--- config.mk ---
export PLATFORM = sky130hd
export DESIGN_NAME = motoro3_commutation_sequencer_flat
export DESIGN_NICKNAME = d
export VERILOG_FILES = /design/src/rtl/motoro3_pkg.sv /design/src/rtl/motoro3_commutation_sequencer_if.sv /design/src/rtl/motoro3_step_decoder.sv /design/src/rtl/motoro3_commutation_sequencer.sv /design/src/flat_wrapper.sv
export SDC_FILE = /design/constraint.sdc
export NUM_CORES = 1
export LEC_CHECK = 0
export BUFFER_PORTS_ARGS = -buffer_cell sky130_fd_sc_hd__buf_2
export CORE_MARGIN = 2
export CORE_UTILIZATION = 45
export CTS_BUF_LIST = sky130_fd_sc_hd__clkbuf_2 sky130_fd_sc_hd__clkbuf_4 sky130_fd_sc_hd__clkbuf_8
export DETAILED_ROUTE_END_ITERATION = 10
export PLACE_DENSITY = 0.74
export SYNTH_ARGS = -nofsm -noshare
export SYNTH_HDL_FRONTEND = slang
export SYNTH_SLANG_ARGS = --single-unit
--- constraint.sdc ---
create_clock -name clk -period 5 [get_ports clk]
set_input_delay 0.75 -clock clk [delete_from_list [all_inputs] [get_ports clk]]
set_output_delay 0.75 -clock clk [all_outputs]
set_load 0.05 [all_outputs]
--- src/rtl/motoro3_pkg.sv ---
// Shared types and constants for the six-step commutation sequencer.
// Drive words are ordered {aE, bE, cE, aL, bL, cL}.
package motoro3_pkg;

    localparam int M3_CNT_W = 25;

    localparam logic [M3_CNT_W-1:0] M3_START_PERIOD = 25'd1_000_000;
    localparam logic [M3_CNT_W-1:0] M3_RUN_PERIOD   = 25'd20_000;
    localparam logic [M3_CNT_W-1:0] M3_RAMP_DEC     = 25'd10_000;
    localparam logic [M3_CNT_W-1:0] M3_ALIGN_CYCLES = 25'd5_000_000;

    typedef enum logic [2:0] {
        ST_IDLE,
        ST_ALIGN,
        ST_RAMP,
        ST_RUN,
        ST_FAULT
    } state_t;

    // One-hot high side in bits 5:3, one-hot low side in bits 2:0.
    localparam logic [5:0] STEP_TABLE [6] = '{
        6'b100_010,
        6'b100_001,
        6'b010_001,
        6'b010_100,
        6'b001_100,
        6'b001_010
    };

    function automatic logic [2:0] next_step(input logic [2:0] cur, input logic rev);
        if (rev) begin
            return (cur == 3'd0) ? 3'd5 : cur - 3'd1;
        end
        return (cur >= 3'd5) ? 3'd0 : cur + 3'd1;
    endfunction

endpackage

--- src/rtl/motoro3_commutation_sequencer_if.sv ---
// Control inputs and drive/timer outputs of the commutation sequencer.
interface motoro3_commutation_sequencer_if
    import motoro3_pkg::*;
#(
    parameter int CNT_W = M3_CNT_W
);
    logic             run;
    logic             dir;
    logic             fault;
    logic             aE;
    logic             bE;
    logic             cE;
    logic             aL;
    logic             bL;
    logic             cL;
    logic [CNT_W-1:0] m3cnt;
    logic             m3cntLast1;
    logic [2:0]       step;
    logic             running;

    modport master (
        output run, dir, fault,
        input  aE, bE, cE, aL, bL, cL, m3cnt, m3cntLast1, step, running
    );

    modport slave (
        input  run, dir, fault,
        output aE, bE, cE, aL, bL, cL, m3cnt, m3cntLast1, step, running
    );

endinterface

--- src/rtl/motoro3_step_decoder.sv ---
// Combinational step index to phase drive pattern; all-off when inactive.
module motoro3_step_decoder
    import motoro3_pkg::*;
(
    input  logic [2:0] step,
    input  logic       active,
    output logic [5:0] drive
);

    always_comb begin
        drive = '0;
        if (active && step <= 3'd5) begin
            drive = STEP_TABLE[step];
        end
    end

endmodule

--- src/rtl/motoro3_commutation_sequencer.sv ---
// Open-loop six-step commutation sequencer with period ramp.
// Define MOTORO3_ALIGN_EN to hold step 0 for ALIGN_CYCLES before ramping.
module motoro3_commutation_sequencer
    import motoro3_pkg::*;
#(
    parameter int               CNT_W        = M3_CNT_W,
    parameter logic [CNT_W-1:0] START_PERIOD = M3_START_PERIOD,
    parameter logic [CNT_W-1:0] RUN_PERIOD   = M3_RUN_PERIOD,
    parameter logic [CNT_W-1:0] RAMP_DEC     = M3_RAMP_DEC,
    parameter logic [CNT_W-1:0] ALIGN_CYCLES = M3_ALIGN_CYCLES
) (
    input logic clk,
    input logic rst,
    motoro3_commutation_sequencer_if.slave bus
);

`ifdef MOTORO3_ALIGN_EN
    localparam bit ALIGN_EN = 1'b1;
`else
    localparam bit ALIGN_EN = 1'b0;
`endif

    localparam logic [CNT_W-1:0] ONE         = CNT_W'(1);
    localparam state_t           START_STATE = ALIGN_EN ? ST_ALIGN : ST_RAMP;
    localparam logic [CNT_W-1:0] FIRST_LOAD  = ALIGN_EN ? (ALIGN_CYCLES - ONE) : (START_PERIOD - ONE);

    state_t           state, state_nxt;
    logic [2:0]       step_q, step_nxt;
    logic [CNT_W-1:0] period_q, period_nxt;
    logic [CNT_W-1:0] cnt_q, cnt_nxt;
    logic             last_q;
    logic             running_q;
    logic [5:0]       drive_q, drive_nxt;
    logic             active_nxt;
    logic [CNT_W:0]   diff;
    logic [CNT_W-1:0] ramped;

    // Next ramp period: one decrement, clamped to the run period on borrow or undershoot.
    always_comb begin
        diff   = {1'b0, period_q} - {1'b0, RAMP_DEC};
        ramped = RUN_PERIOD;
        if (!diff[CNT_W] && diff[CNT_W-1:0] >= RUN_PERIOD) begin
            ramped = diff[CNT_W-1:0];
        end
    end

    always_comb begin
        state_nxt  = state;
        step_nxt   = step_q;
        period_nxt = period_q;
        cnt_nxt    = cnt_q;
        case (state)
            ST_IDLE: begin
                if (bus.fault) begin
                    state_nxt = ST_FAULT;
                end else if (bus.run) begin
                    state_nxt = START_STATE;
                    step_nxt  = 3'd0;
                    cnt_nxt   = FIRST_LOAD;
                end
            end
            ST_ALIGN, ST_RAMP, ST_RUN: begin
                if (bus.fault || !bus.run) begin
                    state_nxt  = bus.fault ? ST_FAULT : ST_IDLE;
                    cnt_nxt    = '0;
                    period_nxt = START_PERIOD;
                end else if (cnt_q == '0) begin
                    step_nxt = next_step(step_q, bus.dir);
                    if (state == ST_ALIGN) begin
                        state_nxt = ST_RAMP;
                        cnt_nxt   = START_PERIOD - ONE;
                    end else if (state == ST_RAMP) begin
                        period_nxt = ramped;
                        cnt_nxt    = ramped - ONE;
                        if (ramped == RUN_PERIOD) begin
                            state_nxt = ST_RUN;
                        end
                    end else begin
                        cnt_nxt = period_q - ONE;
                    end
                end else begin
                    cnt_nxt = cnt_q - ONE;
                end
            end
            ST_FAULT: begin
                // Restart requires run to have been released as well as the fault.
                if (!bus.fault && !bus.run) begin
                    state_nxt = ST_IDLE;
                end
            end
            default: begin
                state_nxt = ST_IDLE;
            end
        endcase
        active_nxt = (state_nxt == ST_ALIGN) || (state_nxt == ST_RAMP) || (state_nxt == ST_RUN);
    end

    motoro3_step_decoder u_decoder (
        .step   (step_nxt),
        .active (active_nxt),
        .drive  (drive_nxt)
    );

    always_ff @(posedge clk or posedge rst) begin
        if (rst) begin
            state     <= ST_IDLE;
            step_q    <= 3'd0;
            period_q  <= START_PERIOD;
            cnt_q     <= '0;
            last_q    <= 1'b0;
            running_q <= 1'b0;
            drive_q   <= '0;
        end else begin
            state     <= state_nxt;
            step_q    <= step_nxt;
            period_q  <= period_nxt;
            cnt_q     <= cnt_nxt;
            last_q    <= active_nxt && (cnt_nxt == '0);
            running_q <= (state_nxt == ST_RUN);
            drive_q   <= drive_nxt;
        end
    end

    assign {bus.aE, bus.bE, bus.cE, bus.aL, bus.bL, bus.cL} = drive_q;
    assign bus.m3cnt      = cnt_q;
    assign bus.m3cntLast1 = last_q;
    assign bus.step       = step_q;
    assign bus.running    = running_q;

endmodule

--- src/flat_wrapper.sv ---
// flat-port wrapper written by rule: the top's interface ports become plain ports
module motoro3_commutation_sequencer_flat import motoro3_pkg::*;
#(
    parameter int               CNT_W        = M3_CNT_W,
    parameter logic [CNT_W-1:0] START_PERIOD = M3_START_PERIOD,
    parameter logic [CNT_W-1:0] RUN_PERIOD   = M3_RUN_PERIOD,
    parameter logic [CNT_W-1:0] RAMP_DEC     = M3_RAMP_DEC,
    parameter logic [CNT_W-1:0] ALIGN_CYCLES = M3_ALIGN_CYCLES
)
  (clk, rst, bus_run, bus_dir, bus_fault, bus_aE, bus_bE, bus_cE, bus_aL, bus_bL, bus_cL, bus_m3cnt, bus_m3cntLast1, bus_step, bus_running);
  motoro3_commutation_sequencer_if #(.CNT_W(CNT_W)) bus_i ();
  input logic clk;
  input logic rst;
  input wire logic [$bits(bus_i.run)-1:0] bus_run;
  input wire logic [$bits(bus_i.dir)-1:0] bus_dir;
  input wire logic [$bits(bus_i.fault)-1:0] bus_fault;
  output wire logic [$bits(bus_i.aE)-1:0] bus_aE;
  output wire logic [$bits(bus_i.bE)-1:0] bus_bE;
  output wire logic [$bits(bus_i.cE)-1:0] bus_cE;
  output wire logic [$bits(bus_i.aL)-1:0] bus_aL;
  output wire logic [$bits(bus_i.bL)-1:0] bus_bL;
  output wire logic [$bits(bus_i.cL)-1:0] bus_cL;
  output wire logic [$bits(bus_i.m3cnt)-1:0] bus_m3cnt;
  output wire logic [$bits(bus_i.m3cntLast1)-1:0] bus_m3cntLast1;
  output wire logic [$bits(bus_i.step)-1:0] bus_step;
  output wire logic [$bits(bus_i.running)-1:0] bus_running;
  assign bus_i.run = bus_run;
  assign bus_i.dir = bus_dir;
  assign bus_i.fault = bus_fault;
  assign bus_aE = bus_i.aE;
  assign bus_bE = bus_i.bE;
  assign bus_cE = bus_i.cE;
  assign bus_aL = bus_i.aL;
  assign bus_bL = bus_i.bL;
  assign bus_cL = bus_i.cL;
  assign bus_m3cnt = bus_i.m3cnt;
  assign bus_m3cntLast1 = bus_i.m3cntLast1;
  assign bus_step = bus_i.step;
  assign bus_running = bus_i.running;
  motoro3_commutation_sequencer #(.CNT_W(CNT_W), .START_PERIOD(START_PERIOD), .RUN_PERIOD(RUN_PERIOD), .RAMP_DEC(RAMP_DEC), .ALIGN_CYCLES(ALIGN_CYCLES)) u_core (.clk(clk), .rst(rst), .bus(bus_i));
endmodule
==> metrics.md <==
| Metric | Value |
|---|---|
| Via count | 5614 |
| Multi-input gate area | 3490 sq um |
| Clock root buffer | clkbuf_8 |
| Total gr overflow | 0 |
| Worst slew pin tran | around 0.84 ns |
| Post-DP HPWL | 12300 um |
| Crit path time final | 4.77 ns |
| Initial DRC count | 761 |
| Nature of the critical path endpoint | flip-flop |
| Status | complete, no violations |
| Area after DPL | between 5000 and 6000 sq um |
| Design area | 6060 sq um |
| Die ar. | around 13000 sq um |
| LEAKAGE | 2.45 nW |
| Final hold vios | 0 |
| Fmax | 0.210 GHz |
| CTS clk-pin slew, worst paths | 0.08 ns |
| Global-route wire length before repair | 26800 um |
| Final Skew | 0.00994 ns |
| Worst EP required | approximately 5.3 ns |
| CTS tree | done |
| Final wirelength | 16900 um |
| Max_cap viols | 0 |
| Power per cell area | 260 nW/um^2 |
| Vias per cell | 6.28 |
| Post-route ant nets | 0 |
| Row Count | 39 |
| CP max stage delay | 0.50 ns |
| N_diodes | 0 |
| Number of clock sinks | 64 |
| Initial antenna violation count | 0 |
| Core footprint | approximately 11000 sq um |
| CP cell instances | o21a_4 > or4_4 > o41a_1 > nor4_4 > nand4_4 > o31ai_4 > nand2_2 > nand2_1 > ha_1 > nand2_1 > and4bb_2 > a21boi_4 > nand2_2 > nor3_2 > xor2_1 > o211ai_1 > or4_1 > nor4_2 |
| GRT Overall Usage | 26.8% |
| Critical path type | reg2reg |
| Critical path launch point type | flip-flop |
| Avg Cell Area, Syn | 7.51 sq um |
| Die W | 112 um |
| Fillers | 1104 |
| #FFs+latches synth | 64 |
| Router iterations before antenna repair | 5 |
| Final Max Slew Viols | 0 |
| Overall Power | approximately 1.6 mW |
| CP max-delay cell | or4_1 |
| H-tree levels | 3 |
| Crit Path Max Fanout | 7 |
| RSZ-0062 raised after global routing | false |
| Worst-Skew Late Latency | around 0.38 ns |
| Worst slew margin | 44.2% |
| Largest net degree at the start of global routing | 65 |
| Synth Net Count | 712 |
| Ys async rst share | 100% |
| Post-synthesis cell area | 5230 sq um |
| DRC viols | 0 |
| Period utilisation layout | 95.5% |
| Post-synth EDFFs | 0 |
| Nets | 762 |
| Most frequent cells in the layout | nand2_1, nor2_1, o21ai_0, a21oi_1, dfrtp_1 |
| Placer Congestion | 0.982 |
| Family with the most delay on the worst path | simple AND/OR/NAND/NOR gates |
| CTS buffer count | 9 |
| VDD IR max | 0.000185 V |
| Top Ports | 41 |
| Final setup vio count | 0 |
| Post-DR wirelength/cell | 18.9 um |
| Vias in the first global route | about 5100 |
| Netlist cell types | 74 |
| Die height | 112 um |
| Number of I/O port buffers | 40 |
| P&R area growth vs syn | 15.9% |
| Post-synthesis cell count | 696 |
| Worst-case clock buffer depth | 2 |
| Worst min-delay path category | reg2reg |
| Register Area | about 1600 sq um |
| Commonest non-fill, non-tap cell in the layout | nand2_1 |
| Seq/Total Area, Yosys | 30.8% |
| Starting density of the core | between 40% and 50% |
| Arrival @ worst endpoint | 5.06 ns |
| CP bufs+invs | 0 |
| Synth Flop Type | dfrtp_1 |
| Layout cells sized above 1 | 18.9% |
| Setup_tns | 0 ns |
| Yosys warns | 0 |
-- registers in the layout, indices dropped and copies added (netlist names) --
signal,cells
u_core.bus.m3cnt,25
u_core.bus.m3cntLast1,1
u_core.bus.running,1
u_core.bus.step,3
u_core.drive_q,6
u_core.period_q,25
u_core.state,3
-- power breakdown --
part,total (mW),internal (mW),leakage (nW),switching [mW]
sequential,0.623,0.560,0.824,0.0627
combinational,0.389,0.131,1.51,0.258
clock,0.563,0.332,0.116,0.231
total,1.57,1.02,2.45,0.552
-- cell type report --
| cell class | instances | area share (%) |
|---|---|---|
| Clock buffer | 9 | 2.04 |
| Clock inverter | 7 | 1.96 |
| Inverter | 19 | 1.18 |
| Multi-Input combinational cell | 577 | 57.6 |
| Sequential cell | 64 | 26.6 |
| Tap cell | 143 | 2.95 |
| Timing Repair Buffer | 75 | 7.64 |
-- kinds of logic after synthesis --
family	synth area share, %
AND/OR/NAND/NOR	31.8
AO/OA/AOI/OAI	25.9
flip-flops	30.8
buffers and inverters	4.23
XOR/XNOR	4.02
adder cells (fa/ha/maj)	2.63
multiplexers	0.622
-- stage by stage --
stage / std cells / setup slack (ns) / hold slack [ns] / util [%]
after floorplan: 696 / 0.0373 / 0.501 / -
after global placement: 876 / 0.177 / 0.524 / 50.4
after detailed placement: 876 / 0.0510 / 0.538 / 50.4
after CTS: 892 / 0.0343 / 0.551 / 52.5
after global routing: 894 / 0.00492 / 0.579 / 53.3
final: 894 / 0.227 / 0.553 / 53.3
-- per-layer routing --
| layer | vias to the layer above | track usage (%) | wire [um] |
|---|---|---|---|
| met3 | 56 | 5.44 | 1310 |
| met1 | 2638 | 36.1 | 7330 |
| li1 | 2653 | - | - |
| met2 | 267 | 40.8 | 7610 |
| met4 | 0 | 14.0 | 688 |
| met5 | - | 0 | 0 |
-- synth_stat cells (4+ instances only) --
cell / n / share of area [%]
nor2_1: 78 / 5.6
nor4_1: 16 / 1.9
or2_2: 4 / 0.48
ha_1: 11 / 2.6
dfrtp_1: 57 / 27
o22ai_1: 6 / 0.72
xor2_1: 10 / 1.7
nand2_1: 90 / 6.5
nand4_1: 11 / 1.3
xnor2_1: 14 / 2.3
nor3_1: 37 / 3.5
o31a_1: 4 / 0.67
a21oi_1: 57 / 5.5
nor2b_1: 6 / 0.72
a22oi_1: 15 / 2.2
o21ai_0: 75 / 7.2
dfstp_2: 7 / 3.5
nand3_1: 12 / 1.1
and2_1: 8 / 0.96
clkbuf_1: 27 / 1.9
or3_1: 10 / 1.2
inv_1: 19 / 1.4
o31ai_1: 12 / 1.7
a31oi_1: 12 / 1.4
buf_2: 6 / 0.57
and3_1: 8 / 0.96
or4_1: 8 / 1.1
nand2b_1: 9 / 1.1
-- worst register-to-register path: stages (launching register included) --
cell and delay [ns]:
dfrtp_2 0.46, o21a_4 0.24, or4_4 0.46, o41a_1 0.46, nor4_4 0.28, nand4_4 0.15, o31ai_4 0.28, nand2_2 0.14
nand2_1 0.10, ha_1 0.16, nand2_1 0.07, and4bb_2 0.36, a21boi_4 0.24, nand2_2 0.15, nor3_2 0.16, xor2_1 0.16
o211ai_1 0.12, or4_1 0.50, nor4_2 0.20
-- path summary, 6_finish.rpt --
check                                                start                              end  slack [ns]  depth (start not counted)
max in group asynchronous                              rst   u_core.period_q[5]$_DFFE_PP0P_        3.80                          3
setup reg to reg           u_core.period_q[11]$_DFFE_PP0P_  u_core.bus.m3cntLast1$_DFF_PP0_        0.23                         18
min in group asynchronous                              rst      u_core.drive_q[4]$_DFF_PP0_        0.60                          3
hold reg to reg            u_core.period_q[16]$_DFFE_PP1P_  u_core.period_q[16]$_DFFE_PP1P_        0.55                          2
setup / recovery           u_core.period_q[11]$_DFFE_PP0P_  u_core.bus.m3cntLast1$_DFF_PP0_        0.23                         18
hold / removal             u_core.period_q[16]$_DFFE_PP1P_  u_core.period_q[16]$_DFFE_PP1P_        0.55                          2
-- what timing repair did --
action | CTS | global route
setup buffers | 0 | 2
resized for setup | 0 | 17
setup endpoints to repair | 0 | 1
hold buffers | 0 | 0
No activity file was read; power rests on OpenSTA's default activity.
